--- src/rtl/cpu_common.sv ---
// Shared CPU-side types and constants for the memory port and its clients.
package cpu_common;

  localparam int MEM_WORD_ADDR_WIDTH = 13;

  typedef enum logic [1:0] {
    MEM_REQ_NONE,
    MEM_REQ_FETCH,
    MEM_REQ_DATA,
    MEM_REQ_GFX
  } mem_requester_t;

endpackage

--- src/rtl/starve_counter.sv ---
// Counts consecutive denied cycles of one requester, saturating at 7, and
// flags it as starved once the count reaches the supplied limit.
module starve_counter (
  input  logic       clk,
  input  logic       rst_sync,
  input  logic       req,
  input  logic       gnt,
  input  logic [2:0] limit,
  output logic       starved
);

  logic [2:0] cnt;

  always_ff @(posedge clk) begin
    if (rst_sync || !req || gnt) begin
      cnt <= 3'd0;
    end else if (cnt != 3'd7) begin
      cnt <= cnt + 3'd1;
    end
  end

  assign starved = (cnt >= limit);

endmodule

--- src/rtl/mem_port_arbiter.sv ---
// Arbitrates the single-port 16-bit memory between fetch, data and display,
// one access per cycle, and steers read data back the following cycle.
module mem_port_arbiter
  import cpu_common::*;
#(
  parameter int unsigned STARVE_LIMIT = 4
) (
  input  logic                           clk,
  input  logic                           rst_sync,
  input  logic                           fetch_req,
  input  logic [MEM_WORD_ADDR_WIDTH-1:0] fetch_addr,
  output logic                           fetch_gnt,
  output logic                           fetch_rvalid,
  output logic [15:0]                    fetch_rdata,
  input  logic                           data_req,
  input  logic                           data_we,
  input  logic [13:0]                    data_addr,
  input  logic [7:0]                     data_wdata,
  output logic                           data_gnt,
  output logic                           data_rvalid,
  output logic [7:0]                     data_rdata,
  input  logic                           gfx_req,
  input  logic [MEM_WORD_ADDR_WIDTH-1:0] gfx_addr,
  output logic                           gfx_gnt,
  output logic                           gfx_rvalid,
  output logic [15:0]                    gfx_rdata,
  output logic                           mem_en,
  output logic [MEM_WORD_ADDR_WIDTH-1:0] mem_addr,
  output logic [1:0]                     mem_we,
  output logic [15:0]                    mem_wdata,
  input  logic [15:0]                    mem_rdata
);

  localparam logic [2:0] LIMIT = 3'(STARVE_LIMIT);

  mem_requester_t sel;
  mem_requester_t read_sel;
  mem_requester_t last_grant;
  logic           last_byte_sel;
  logic           fetch_starved;
  logic           data_starved;
  logic           data_store;

  starve_counter u_fetch_starve (
    .clk      (clk),
    .rst_sync (rst_sync),
    .req      (fetch_req),
    .gnt      (fetch_gnt),
    .limit    (LIMIT),
    .starved  (fetch_starved)
  );

  starve_counter u_data_starve (
    .clk      (clk),
    .rst_sync (rst_sync),
    .req      (data_req),
    .gnt      (data_gnt),
    .limit    (LIMIT),
    .starved  (data_starved)
  );

  // Starved requesters jump ahead of display; otherwise gfx > data > fetch.
  always_comb begin
    sel = MEM_REQ_NONE;
    if (!rst_sync) begin
      if (data_req && data_starved)        sel = MEM_REQ_DATA;
      else if (fetch_req && fetch_starved) sel = MEM_REQ_FETCH;
      else if (gfx_req)                    sel = MEM_REQ_GFX;
      else if (data_req)                   sel = MEM_REQ_DATA;
      else if (fetch_req)                  sel = MEM_REQ_FETCH;
    end
  end

  assign fetch_gnt  = (sel == MEM_REQ_FETCH);
  assign data_gnt   = (sel == MEM_REQ_DATA);
  assign gfx_gnt    = (sel == MEM_REQ_GFX);
  assign data_store = data_gnt && data_we;

  always_comb begin
    mem_addr = '0;
    case (sel)
      MEM_REQ_FETCH: mem_addr = fetch_addr;
      MEM_REQ_DATA:  mem_addr = data_addr[13:1];
      MEM_REQ_GFX:   mem_addr = gfx_addr;
      default:       mem_addr = '0;
    endcase
  end

  assign mem_en    = (sel != MEM_REQ_NONE);
  assign mem_we    = data_store ? (data_addr[0] ? 2'b10 : 2'b01) : 2'b00;
  assign mem_wdata = {data_wdata, data_wdata};

  // Stores finish at the grant edge, so only reads are tracked for return.
  assign read_sel = data_store ? MEM_REQ_NONE : sel;

  always_ff @(posedge clk) begin
    if (rst_sync) begin
      last_grant <= MEM_REQ_NONE;
    end else begin
      last_grant <= read_sel;
    end
  end

  always_ff @(posedge clk) begin
    last_byte_sel <= data_addr[0];
  end

  assign fetch_rvalid = (last_grant == MEM_REQ_FETCH);
  assign data_rvalid  = (last_grant == MEM_REQ_DATA);
  assign gfx_rvalid   = (last_grant == MEM_REQ_GFX);
  assign fetch_rdata  = mem_rdata;
  assign gfx_rdata    = mem_rdata;
  assign data_rdata   = last_byte_sel ? mem_rdata[15:8] : mem_rdata[7:0];

endmodule

--- config.mk ---
export PLATFORM = sky130hd
export DESIGN_NAME = mem_port_arbiter
export DESIGN_NICKNAME = d
export VERILOG_FILES = /design/src/rtl/cpu_common.sv /design/src/rtl/starve_counter.sv /design/src/rtl/mem_port_arbiter.sv
export SDC_FILE = /design/constraint.sdc
export NUM_CORES = 1
export LEC_CHECK = 0
export BUFFER_PORTS_ARGS = -buffer_cell sky130_fd_sc_hd__buf_2
export CAP_MARGIN = 10
export CORE_MARGIN = 4
export CORE_UTILIZATION = 31
export DETAILED_ROUTE_END_ITERATION = 8
export GPL_ROUTABILITY_DRIVEN = 0
export MAX_ROUTING_LAYER = met4
export PLACE_DENSITY = 0.75
export SLEW_MARGIN = 20
export SYNTH_ARGS = -nofsm -noshare
export SYNTH_HDL_FRONTEND = slang
export SYNTH_SLANG_ARGS = --single-unit
--- constraint.sdc ---
create_clock -name clk -period 1.26 [get_ports clk]
set_input_delay 0.063 -clock clk [delete_from_list [all_inputs] [get_ports clk]]
set_output_delay 0.063 -clock clk [all_outputs]
set_load 0.02 [all_outputs]
==> key figures <==
Outcome
  • Status: finished with violations
  • Violated checks: negative setup slack

Detailed routing
  • Routed len/inst: 13.64 um
  • Antenna-violating nets left: 0
  • Initial DRC count: 12
  • Remaining DRCs: 0
  • Via count: 1331
  • Via density: 4.558
  • Drt first pass iters: 4
  • Final WL: 3.982 mm

Cells and area
  • ANT cells: 0
  • Nets: 317
  • Finished Cell Area: 2126 um2
  • Share of cells above drive strength 1: 0.7355
  • Layout area overhead: 62.58%

CTS
  • Number of H-tree levels: 1
  • Max Buffers Root-to-Sink: 2
  • Cts bufs inserted: 3
  • CTS tree: yes
  • CTS root buf: clkbuf_8
  • Worst-path clk slew: 0.04 ns
  • CTS Sinks: 9
  • Worst-Skew Late Latency: 0.23 ns

Yosys
  • Syn nets: 226
  • Syn Inst Count: 152
  • Synth Cell Area: 1308 um2
  • Syn Area/Cell: 8.602 um2
  • #FFs+latches synth: 9
  • Post-synthesis sequential area ratio: 0.1378
  • Synth unique cells: 28
  • Synth top area share: 0.2756
  • Post-synth top area cell: buf_4
  • Top post-synthesis cells by area: buf_4 (28%), mux2i_1 (18%), dfxtp_1 (14%)
  • Syn. warnings: 0

Critical path
  • CP cell instances: o21bai_1, a211o_2, clkinv_8, mux2i_4, buf_6
  • CP startpoint kind: flop
  • RR Startpoint: u_fetch_starve.cnt[2]
  • Setup crit end kind: output port
  • CP peak stage delay: 0.36 ns
  • Crit Path Category: reg2out
  • R2R Setup Slk: -0.06 ns
  • Slowest stage cell, crit path: a211o_2
  • CP max FO: 8
  • Number of cells on the worst reg-to-reg path: 4
  • Worst EP arrival: 1.56 ns
  • WP data required: 1.20 ns
  • R2r endpoint: u_fetch_starve.cnt[1]

Floorplanning
  • I/O Pins: 148
  • Die X: 72.95 um
  • Core area: 4029 um2
  • Die ar.: 5321 um2
  • Chip Height: 72.95 um
  • Row cnt: 23
  • Initial core utilization: 0.3245

STA
  • Worst relative slew slack: 0.8003
  • Setup Total Neg Slack: -5.411 ns
  • FMAX: 615.0 MHz
  • Final setup vio count: 22
  • Period utilization: 1.290
  • Clock skew: 0.001340 ns
  • Hold_ws: 0.04865 ns
  • Tightest Pin Transition: 0.2964 ns
  • RSZ-0062 raised after global routing: true
  • Final hold viol count: 0
  • Setup ws final: -0.3659 ns
  • Crit path time final: 1.626 ns
  • Final Max Slew Viols: 0

Pwr
  • Maximum VDD drop: 0.5527 mV
  • LEAKAGE: 0.001036 uW
  • Cell Pwr Density: 657.1 nW/um2
  • Tot Pwr: 1397 uW

Job
  • Max Cap Viol: 0

Worst hold path
  • Hold WC Path Type: in2reg
  • Hold Path Origin: data_we
  • Worst hold path depth: 2
  • Hold EP: last_grant[1]

Placed design
  • Placed cell areas: 1814 um2
  • PortBufs: 123
  • HPWL Detailed: 3.216 mm

GRT
  • Vias in the first global route: 1225
  • Pin count of the biggest net entering global routing: 11
  • Antenna violations before repair: 0
  • Global Route Usage Sum: 0.1317
  • First-pass GRT wire length: 5.506 mm
  • Global route total overflow: 0
worst max-delay path, delay by kind of cell (launching register included):
kind | cells | cell delay (ns)
compound gates | 2 | 0.50
buf+inv | 2 | 0.28
flops | 1 | 0.31
mux | 1 | 0.25
synth_stat cells:
| master | n |
|---|---|
| buf_4 | 48 |
| mux2i_1 | 24 |
| nor2_1 | 10 |
| nor2b_1 | 10 |
| dfxtp_1 | 9 |
| mux2_2 | 8 |
| o21ai_0 | 7 |
| o2bb2ai_1 | 6 |
| ha_1 | 4 |
| clkbuf_1 | 3 |
| a21oi_1 | 2 |
| and2_1 | 2 |
| buf_6 | 2 |
| o21bai_1 | 2 |
| xor2_1 | 2 |
| a211o_1 | 1 |
| a21boi_1 | 1 |
| a2bb2oi_1 | 1 |
| and3_1 | 1 |
| and3b_1 | 1 |
| buf_2 | 1 |
| clkinv_4 | 1 |
| nand2_1 | 1 |
| nor3b_1 | 1 |
| o21a_1 | 1 |
| o2bb2ai_2 | 1 |
| or3b_1 | 1 |
| or4b_4 | 1 |
repair_timing:
| item | in CTS | in global routing |
|---|---|---|
| buffers inserted | 0 | 1 |
| hold buffers | 1 | 0 |
| hold endpoints to repair | 1 | 0 |
| endpoints found under the setup margin | 30 | 30 |
| cloned | 0 | 1 |
| pin swaps | 4 | 2 |
| resized for setup | 48 | 10 |
cells in the final DEF (no fill, tap or decap), types with 2 or more instances in the layout:
cell type  synthesis  final
buf_2              1    105
buf_6              2     16
buf_4             48     15
mux2i_1           24     14
nor2b_1           10     10
mux2i_4            0      8
mux2_2             8      8
nor2_1            10      7
o21ai_0            7      7
dfxtp_1            9      6
ha_1               4      4
o2bb2ai_1          6      3
o2bb2ai_4          0      3
clkbuf_8           0      3
o21bai_1           2      2
mux2i_2            0      2
xor2_1             2      2
nor2_2             0      2
dfxtp_4            0      2
buf_12             0      2
registers in the layout, indices dropped and copies added, names as in the netlist:
register            cells
last_grant              2
last_byte_sel           1
u_data_starve.cnt       3
u_fetch_starve.cnt      3
through the flow:
| stage | cells | util | worst slack (ns) |
|---|---|---|---|
| 4_1_cts | 290 | 0.5115 | -0.3676 |
| 3_3_place_gp | 285 | 0.4503 | -0.1179 |
| 3_5_place_dp | 285 | 0.4503 | -0.1493 |
| 5_1_grt | 292 | 0.5276 | -0.4208 |
| 2_1_floorplan | 152 | - | -0.06107 |
| 6_report | 292 | 0.5276 | -0.3659 |
kinds of logic after synthesis:
family,after synthesis,synth area share
buffers and inverters,55,0.3120
multiplexers,32,0.2526
AND/OR/NAND/NOR,28,0.1234
AO/OA/AOI/OAI,22,0.1225
flip-flops,9,0.1378
adder cells (fa/ha/maj),4,0.03828
XOR/XNOR,2,0.01340
report_power, final:
group / switching, uW / total [uW] / internal, uW
sequential: 10.2 / 304 / 294
clock: 109 / 329 / 220
combinational: 395 / 764 / 369
total: 514 / 1400 / 883
how the worst max path moves through the flow:
stage / slack, ns / cells past startpoint / from / endpoint
6_report: -0.37 / 5 / u_data_starve.cnt[2] / mem_addr[0]
5_1_grt: -0.42 / 5 / u_data_starve.cnt[2] / mem_addr[0]
4_1_cts: -0.37 / 5 / u_data_starve.cnt[2] / mem_addr[12]
3_5_place_dp: -0.15 / 5 / u_data_starve.cnt[2] / mem_addr[12]
3_3_place_gp: -0.12 / 5 / u_data_starve.cnt[2] / mem_addr[5]
2_1_floorplan: -0.06 / 5 / u_data_starve.cnt[2] / mem_addr[0]
layer usage:
metal,up-vias,global-route usage,share of wire
li1,663,-,-
met1,605,0.1445,0.34
met2,59,0.2375,0.55
met3,4,0.04132,0.095
met4,0,0.01844,0.012
met5,-,-,0
cell type report:
cell class                 instances  area, um2
multi-input combinational         88      919.6
timing repair buffer             140      893.4
inverter                           1      16.27
sequential                         9      188.9
fill                             379       1903
tap                               50      62.56
clock buffer                       4      45.04
(Power assumes the default switching activity.)
